**config.mk**
```make
export PLATFORM = sky130hd
export DESIGN_NAME = verilator_uart_tx
export DESIGN_NICKNAME = d
export VERILOG_FILES = /design/src/rtl/verilator_uart_tx.sv
export SDC_FILE = /design/constraint.sdc
export NUM_CORES = 1
export LEC_CHECK = 0
export ABC_AREA = 1
export BUFFER_PORTS_ARGS = -buffer_cell sky130_fd_sc_hd__buf_2
export CAP_MARGIN = 5
export CORE_ASPECT_RATIO = 0.9
export CORE_MARGIN = 4
export CORE_UTILIZATION = 25
export CTS_CLUSTER_SIZE = 25
export DETAILED_ROUTE_END_ITERATION = 8
export GPL_ROUTABILITY_DRIVEN = 0
export PLACE_DENSITY = 0.37
export SYNTH_ARGS = -nofsm -noshare
export SYNTH_HDL_FRONTEND = slang
export SYNTH_SLANG_ARGS = --single-unit
```
**constraint.sdc**
```tcl
create_clock -name clk_i -period 2.6 [get_ports clk_i]
set_input_delay 0.13 -clock clk_i [delete_from_list [all_inputs] [get_ports clk_i]]
set_output_delay 0.13 -clock clk_i [all_outputs]
set_load 0.005 [all_outputs]
```
**src/rtl/verilator_uart_tx.sv**
```systemverilog
// Purpose: byte FIFO feeding an 8N1 UART serializer that drives the line into the SoC UART receiver.
// Latency: a byte accepted into an empty, idle block starts its start bit one cycle after the accepting edge.
// Backpressure: data_ready_o is low while the FIFO is full; a same-cycle pop does not bypass into a full FIFO.
module verilator_uart_tx #(
  parameter int BaudPeriodCycles = 1736,
  parameter int FifoDepth        = 16,
  parameter int StopBits         = 1
) (
  input  logic                             clk_i,
  input  logic                             rst_ni,
  input  logic                             data_valid_i,
  input  logic [7:0]                       data_i,
  output logic                             data_ready_o,
  output logic                             uart_tx_o,
  output logic                             busy_o,
  output logic [$clog2(FifoDepth+1)-1:0]   fifo_count_o
);

  localparam int CntW  = $clog2(BaudPeriodCycles);
  localparam int PtrW  = $clog2(FifoDepth);
  localparam int OccW  = $clog2(FifoDepth+1);
  localparam logic [CntW-1:0] BaudLast = CntW'(BaudPeriodCycles - 1);
  localparam logic [2:0]      StopLast = 3'(StopBits - 1);
  localparam logic [OccW-1:0] OccFull  = OccW'(FifoDepth);

  typedef enum logic [1:0] {IDLE, START, DATA, STOP} state_t;

  state_t            state, state_n;
  logic [CntW-1:0]   baud_cnt, baud_n;
  logic [2:0]        bit_idx, bit_n;
  logic [7:0]        shift, shift_n;
  logic              line_n;
  logic [7:0]        mem [FifoDepth];
  logic [PtrW-1:0]   wr_ptr, rd_ptr;
  logic [OccW-1:0]   occ;
  logic              full, empty, push, pop, baud_done;
  logic [7:0]        rd_data;

  assign full         = (occ == OccFull);
  assign empty        = (occ == '0);
  assign push         = data_valid_i && !full;
  assign rd_data      = mem[rd_ptr];
  assign baud_done    = (baud_cnt == BaudLast);
  assign data_ready_o = !full;
  assign fifo_count_o = occ;
  assign busy_o       = (state != IDLE) || (occ != '0);

  // FIFO storage: written on every accepted byte, never reset (contents are don't-care when empty).
  always_ff @(posedge clk_i) begin
    if (push) mem[wr_ptr] <= data_i;
  end

  // FIFO pointers and occupancy; simultaneous push and pop keeps the count.
  always_ff @(posedge clk_i or negedge rst_ni) begin
    if (!rst_ni) begin
      wr_ptr <= '0;
      rd_ptr <= '0;
      occ    <= '0;
    end else begin
      if (push) wr_ptr <= wr_ptr + 1'b1;
      if (pop)  rd_ptr <= rd_ptr + 1'b1;
      if (push && !pop)      occ <= occ + 1'b1;
      else if (pop && !push) occ <= occ - 1'b1;
    end
  end

  // Serializer state, counters and the registered line output.
  always_ff @(posedge clk_i or negedge rst_ni) begin
    if (!rst_ni) begin
      state     <= IDLE;
      baud_cnt  <= '0;
      bit_idx   <= '0;
      shift     <= '0;
      uart_tx_o <= 1'b1;
    end else begin
      state     <= state_n;
      baud_cnt  <= baud_n;
      bit_idx   <= bit_n;
      shift     <= shift_n;
      uart_tx_o <= line_n;
    end
  end

  // Next-state logic; the line value is derived from the next state so the flop shows it on entry.
  always_comb begin
    state_n = state;
    baud_n  = baud_cnt + 1'b1;
    bit_n   = bit_idx;
    shift_n = shift;
    pop     = 1'b0;
    line_n  = 1'b1;
    case (state)
      IDLE: begin
        baud_n = '0;
        bit_n  = '0;
        if (!empty) begin
          pop     = 1'b1;
          shift_n = rd_data;
          state_n = START;
        end
      end
      START: begin
        if (baud_done) begin
          baud_n  = '0;
          bit_n   = '0;
          state_n = DATA;
        end
      end
      DATA: begin
        if (baud_done) begin
          baud_n  = '0;
          shift_n = shift >> 1;
          if (bit_idx == 3'd7) begin
            bit_n   = '0;
            state_n = STOP;
          end else begin
            bit_n = bit_idx + 1'b1;
          end
        end
      end
      STOP: begin
        if (baud_done) begin
          baud_n = '0;
          if (bit_idx == StopLast) begin
            bit_n = '0;
            if (!empty) begin
              // Next frame starts with no idle gap.
              pop     = 1'b1;
              shift_n = rd_data;
              state_n = START;
            end else begin
              state_n = IDLE;
            end
          end else begin
            bit_n = bit_idx + 1'b1;
          end
        end
      end
      default: state_n = IDLE;
    endcase
    case (state_n)
      START:   line_n = 1'b0;
      DATA:    line_n = shift_n[0];
      default: line_n = 1'b1;
    endcase
  end

endmodule

```
# Word-level counts from Yosys, hierarchy flattened
# Memories as Yosys holds them, arrays and structs flattened.
# Index checks and enable logic that the tools add are counted.
# W data, S select, Z words.
# word_totals
register_bits	38
mem_bits_rw	128
mem_count	1
# classes
n_addsub	6
eq_ne	12
n_mux	30
reduce_logical	17
# memory_table
memory	depth	width	read_ports	rd_clocked_by_memory_dff	wr	line	text
mem	16	8	1	0	1	33	logic [7:0] mem [FifoDepth];
# op_table
cell	count
$mux W8	4
$pmux W8 S3	1
$pmux W11 S2	1
$mux W3	5
$mux W2	6
$pmux W3 S4	1
$add A11 B1 Y11 const B	1
$eq A11 B11 Y1 const B	1
$mux W11	1
$mux W5	2
$add A4 B1 Y4 const B	2
$ne A2 B2 Y1 const B	4
$pmux W2 S4	1
$eq A2 B2 Y1 const B	3
$mux W1	6
$add A5 B1 Y5 const B	1
$eq A5 B5 Y1 const B	1
$logic_not A5 Y1	1
$reduce_bool A5 Y1	1
$sub A5 B1 Y5 const B	1
$eq A2 B1 Y1 const B	2
$pmux W1 S2	2
$reduce_and A4 Y1	1
$reduce_bool A2 Y1	2
10 further kinds	14

# Depth between registers and ports, before layout
# depth
word_depth	8
mapped_depth	18
ltp_nobuf	18

# Worst setup path after synthesis
# OpenSTA, ideal clock, no wires.
# synth_path
path_kind	flip-flop to flip-flop
startpoint	register bit_idx[0]
endpoint	register occ[4], in the netlist fifo_count_o[4]
t_arrival_ns	2.367
required_time_ns	2.474
slack_ns	0.106
path_stages_with_launch	19
path_buffers	0
synth_period_minus_slack_ns	2.494
path_cell_list	dfrtp_1 -> inv_1 -> ha_1 -> inv_1 -> nor2_1 -> nand2_1 -> inv_1 -> nand3_2 -> nand2_4 -> nand2_4 -> ha_1 -> inv_1 -> ha_1 -> a21o_1 -> a21oi_1 -> nand2_1 -> nand2_1 -> nor2_1 -> xor2_1
# synth_between
elab_chain_len	7
word_cells_on_any_way	9
classes_between	4 x mux; 5 x reduce/logical
# synth_lines
element	line	text
start: declaration	30	logic [2:0] bit_idx, bit_n;
start signal: assignment	78	bit_idx <= bit_n;
$logic_not A3 Y1 (*)	124	if (bit_idx == StopLast) begin
$mux W1 (*)	124	
$mux W1 (*)	122	if (baud_done) begin
$pmux W1 S2 (*)	92	case (state)
$logic_not A1 Y1	62	if (push && !pop) occ <= occ + 1'b1;
$logic_and A1 B1 Y1	62	
$mux W5 or $reduce_bool A2 Y1 (tied branches)	--	
end signal: assignment	62	
end signal: assignment	63	else if (pop && !push) occ <= occ - 1'b1;
end: declaration	35	logic [OccW-1:0] occ;
# Every way passes the cells marked *; elsewhere a longest branch is shown, timed or not.
# A chain may end at the register's enable or synchronous reset.

# Worst setup path after layout
# layout_path
startpoint	register occ[2], in the netlist fifo_count_o[2]
endpoint	register occ[4], in the netlist fifo_count_o[4]
# layout_between
elab_chain_len	8
word_cells_on_any_way	17
classes_between	2 x add/sub; 1 x eq/ne; 6 x mux; 8 x reduce/logical
# layout_lines
element	line	text
$logic_not A5 Y1	40	assign empty = (occ == '0);
$mux W1	96, 126	
$mux W1	124	
$mux W1	122	
$pmux W1 S2	92	
$logic_not A1 Y1	62	
$logic_and A1 B1 Y1	62	
$mux W5 or $reduce_bool A2 Y1 (tied branches)	--	
# Several ways; a longest one is shown, not always the timed one. The select of a mux whose other input is x is not followed.

==> summary.md <==
| Metric | Value |
|---|---|
| Status | completed |
| Leakage power | 3.50 nW |
| Min Tclk post-route | 2390 ps |
| Synth Cell Area | 0.00752 sq mm |
| RSZ-0062 raised after global routing | no |
| Syn Nets | 735 |
| Crit-path max FO | 4 |
| Die ar. | 0.0329 sq mm |
| Initial antenna violation count | 0 |
| Clock power share | 0.378 |
| Max-slew headroom | 0.373 |
| Share of the synthesized area in the top cell type | 0.511 |
| Placed Instance Area | 0.00820 sq mm |
| Count leader, synth | nand2_1 |
| Flop pwr share | 0.488 |
| I/O Buffers | 18 |
| CTS buffer count | 17 |
| First-pass GRT wire length | 29200 um |
| Clock sinks | 166 |
| Layout cells sized above 1 | 0.169 |
| Fin Setup TNS | 0 ps |
| CTS H-tree depth | 4 |
| Vias in the first global route | 5057 |
| Die span in x | 191 um |
| Cell accounting for the most synthesized area | edfxtp_1 |
| Worst skew pair latency | 420 ps |
| Core Rows | 59 |
| Pwr Total | 6.66 mW |
| Antenna-violating nets left | 0 |
| Pre-CTS WS | 11.3 ps |
| Via count | 5106 |
| EDFF count, synth | 128 |
| CTS tree | yes |
| Die H | 172 um |
| Drt first-iter violations | 255 |
| Clk buf depth | 2 |
| Total of max-cap violations | 0 |
| Register bit total from synthesis | 166 |
| Main synth FF type | edfxtp_1 |
| Initial Util | 0.256 |
| CP Capture Type | flop |
| Boundary Pins | 19 |
| Max IR drop VDD | 0.463 mV |
| Final design utilization | 0.303 |
| Nets | 784 |
| Final period util | 0.919 |
| Worst-margin pin slew | 940 ps |
| Fin. Hold Viols | 0 |
| Post-DR wirelength/cell | 15.9 um |
| Remaining DRCs | 0 |
| P_int | 4.98 mW |
| Kind of critical path | reg -> reg |
| Syn avg cell area | 10.6 sq um |
| Final Cell Area | 0.00887 sq mm |
| Comb power frac | 0.134 |
| Switching pwr | 1.68 mW |
| Clock Skew | 17.2 ps |
| GRT Residual Overflow | 0 |
| Final hold slack | 78.8 ps |
| Final setup violation count | 0 |
| Final non-filler cell total | 1164 |
| WL final | 18500 um |
| Clock-pin slew on the worst setup and hold paths | 70 ps |
| Largest net degree at the start of global routing | 67 |
| Placed cell count | 1127 |
| R2R Setup Slk | 210 ps |
| Sw Share | 0.252 |
| HPWL after DPL | 12400 um |
| Post-Syn Instances | 706 |
| Worst setup margin | 211 ps |
| Area contributors post-synth | edfxtp_1 51%, dfrtp_1 12%, nand2_1 8.4% |
| Synth top cells by count | 169 x nand2_1, 128 x edfxtp_1, 124 x nand3_1 |
| N_diodes | 0 |
| Register area share after synthesis | 0.638 |
| Total Routing Usage GR | 0.116 |
| Crit start category | flop |
| Fmax | 0.419 GHz |
| Filler cells | 3024 |
| Hold Crit Class | in -> reg |
| CP Data Arrival Time | 2700 ps |
| TritonRoute pass-1 iters | 5 |
| Netlist cell types | 40 |
| Root Driver | clkbuf_16 |
| Core box area | 0.0293 sq mm |
| Vias per cell | 4.39 |
| Post-synth ARST share | 0.229 |
| Synth warn | 0 |
| Worst EP required | 2910 ps |
| Area grow syn2layout | 18.0% |
| PD cells | 751 mW/mm^2 |
| Final Max Slew Viols | 0 |
layout make-up:
class	count	area [sq um]	area share
well taps	396	495	0.0559
clock inverters	7	63.8	0.00719
multi-input cells	460	2370	0.267
flip-flops and latches	166	4800	0.541
inverters	53	201	0.0227
clock buffers	25	528	0.0595
repair buffers	57	413	0.0466
layer usage:
layer,share of wire,track usage
met1,0.53,0.171
met2,0.44,0.173
met3,0.024,0.0242
met4,0.0084,0.0347
met5,0,0
critical path, cell delays in order, from the launching register on:
cell,delay [ps]
dfrtp_2,450
nor2_2,140
nand3_2,140
nand2_1,80
inv_1,40
nand3_2,100
nand2_4,60
nand2_4,70
ha_4,150
inv_4,50
fa_2,350
a21o_1,180
a21oi_2,150
nand2_1,60
nand2_1,50
nor2_1,50
xor2_1,130
what timing repair did:
item / in CTS / in global routing
gates resized for setup: 1 / 7
hold buffers: 2 / 0
endpoints found under the hold margin: 38 / 0
setup endpoints to repair: 1 / 2
setup buffers: 0 / 3
pin swaps: 0 / 3
power by group through the flow:
stage / clock, mW / sequential (mW) / combinational [mW]
final: 2.52 / 3.25 / 0.893
after global routing: 2.69 / 3.27 / 1.01
after CTS: 2.59 / 3.25 / 0.859
after detailed placement: 0 / 3.30 / 0.850
after global placement: 0 / 3.29 / 0.824
after floorplan: 0 / 3.30 / 0.469
kinds of logic after synthesis:
logic type / Yosys count / share of synthesized area
adders and majority gates: 18 / 0.0310
AOI/OAI and AO/OA: 52 / 0.0423
DFF: 166 / 0.638
buffers and inverters: 80 / 0.0508
and+or+nand+nor: 381 / 0.227
xor gates and xnor gates: 9 / 0.0105
state kept, by name (all words and copies together) (netlist names):
name,cells
baud_cnt,11
bit_idx,3
fifo_count_o,5
mem,128
rd_ptr,4
shift,8
state,2
uart_tx_o,1
wr_ptr,4
path summary, 6_finish.rpt:
check	from	end	depth (start not counted)
worst max-delay path	fifo_count_o[2]	fifo_count_o[4]	16
worst min register to register	baud_cnt[0]	baud_cnt[0]	1
max in group asynchronous	rst_ni	rd_ptr[0]	2
min in group asynchronous	rst_ni	state[1]	2
worst min-delay path	data_i[1]	mem[0][1]	1
worst max register to register	fifo_count_o[2]	fifo_count_o[4]	16
cells in the final DEF (no fill, tap or decap), types with 4 or more instances in the layout:
master     count
nand2_2        8
xor2_1         8
nand3_1      124
nand3_2        4
nor3_1         4
edfxtp_1     128
inv_2          8
buf_2         18
dfrtp_1       35
o21ai_1        5
clkinv_2       4
nor2_2         9
clkbuf_16     19
buf_4         35
nand2_1      169
a31oi_1       11
nor2_1        54
a21oi_1       11
ha_1          15
o21ai_0       12
inv_1         42
No activity file was read; power rests on OpenSTA's default activity.
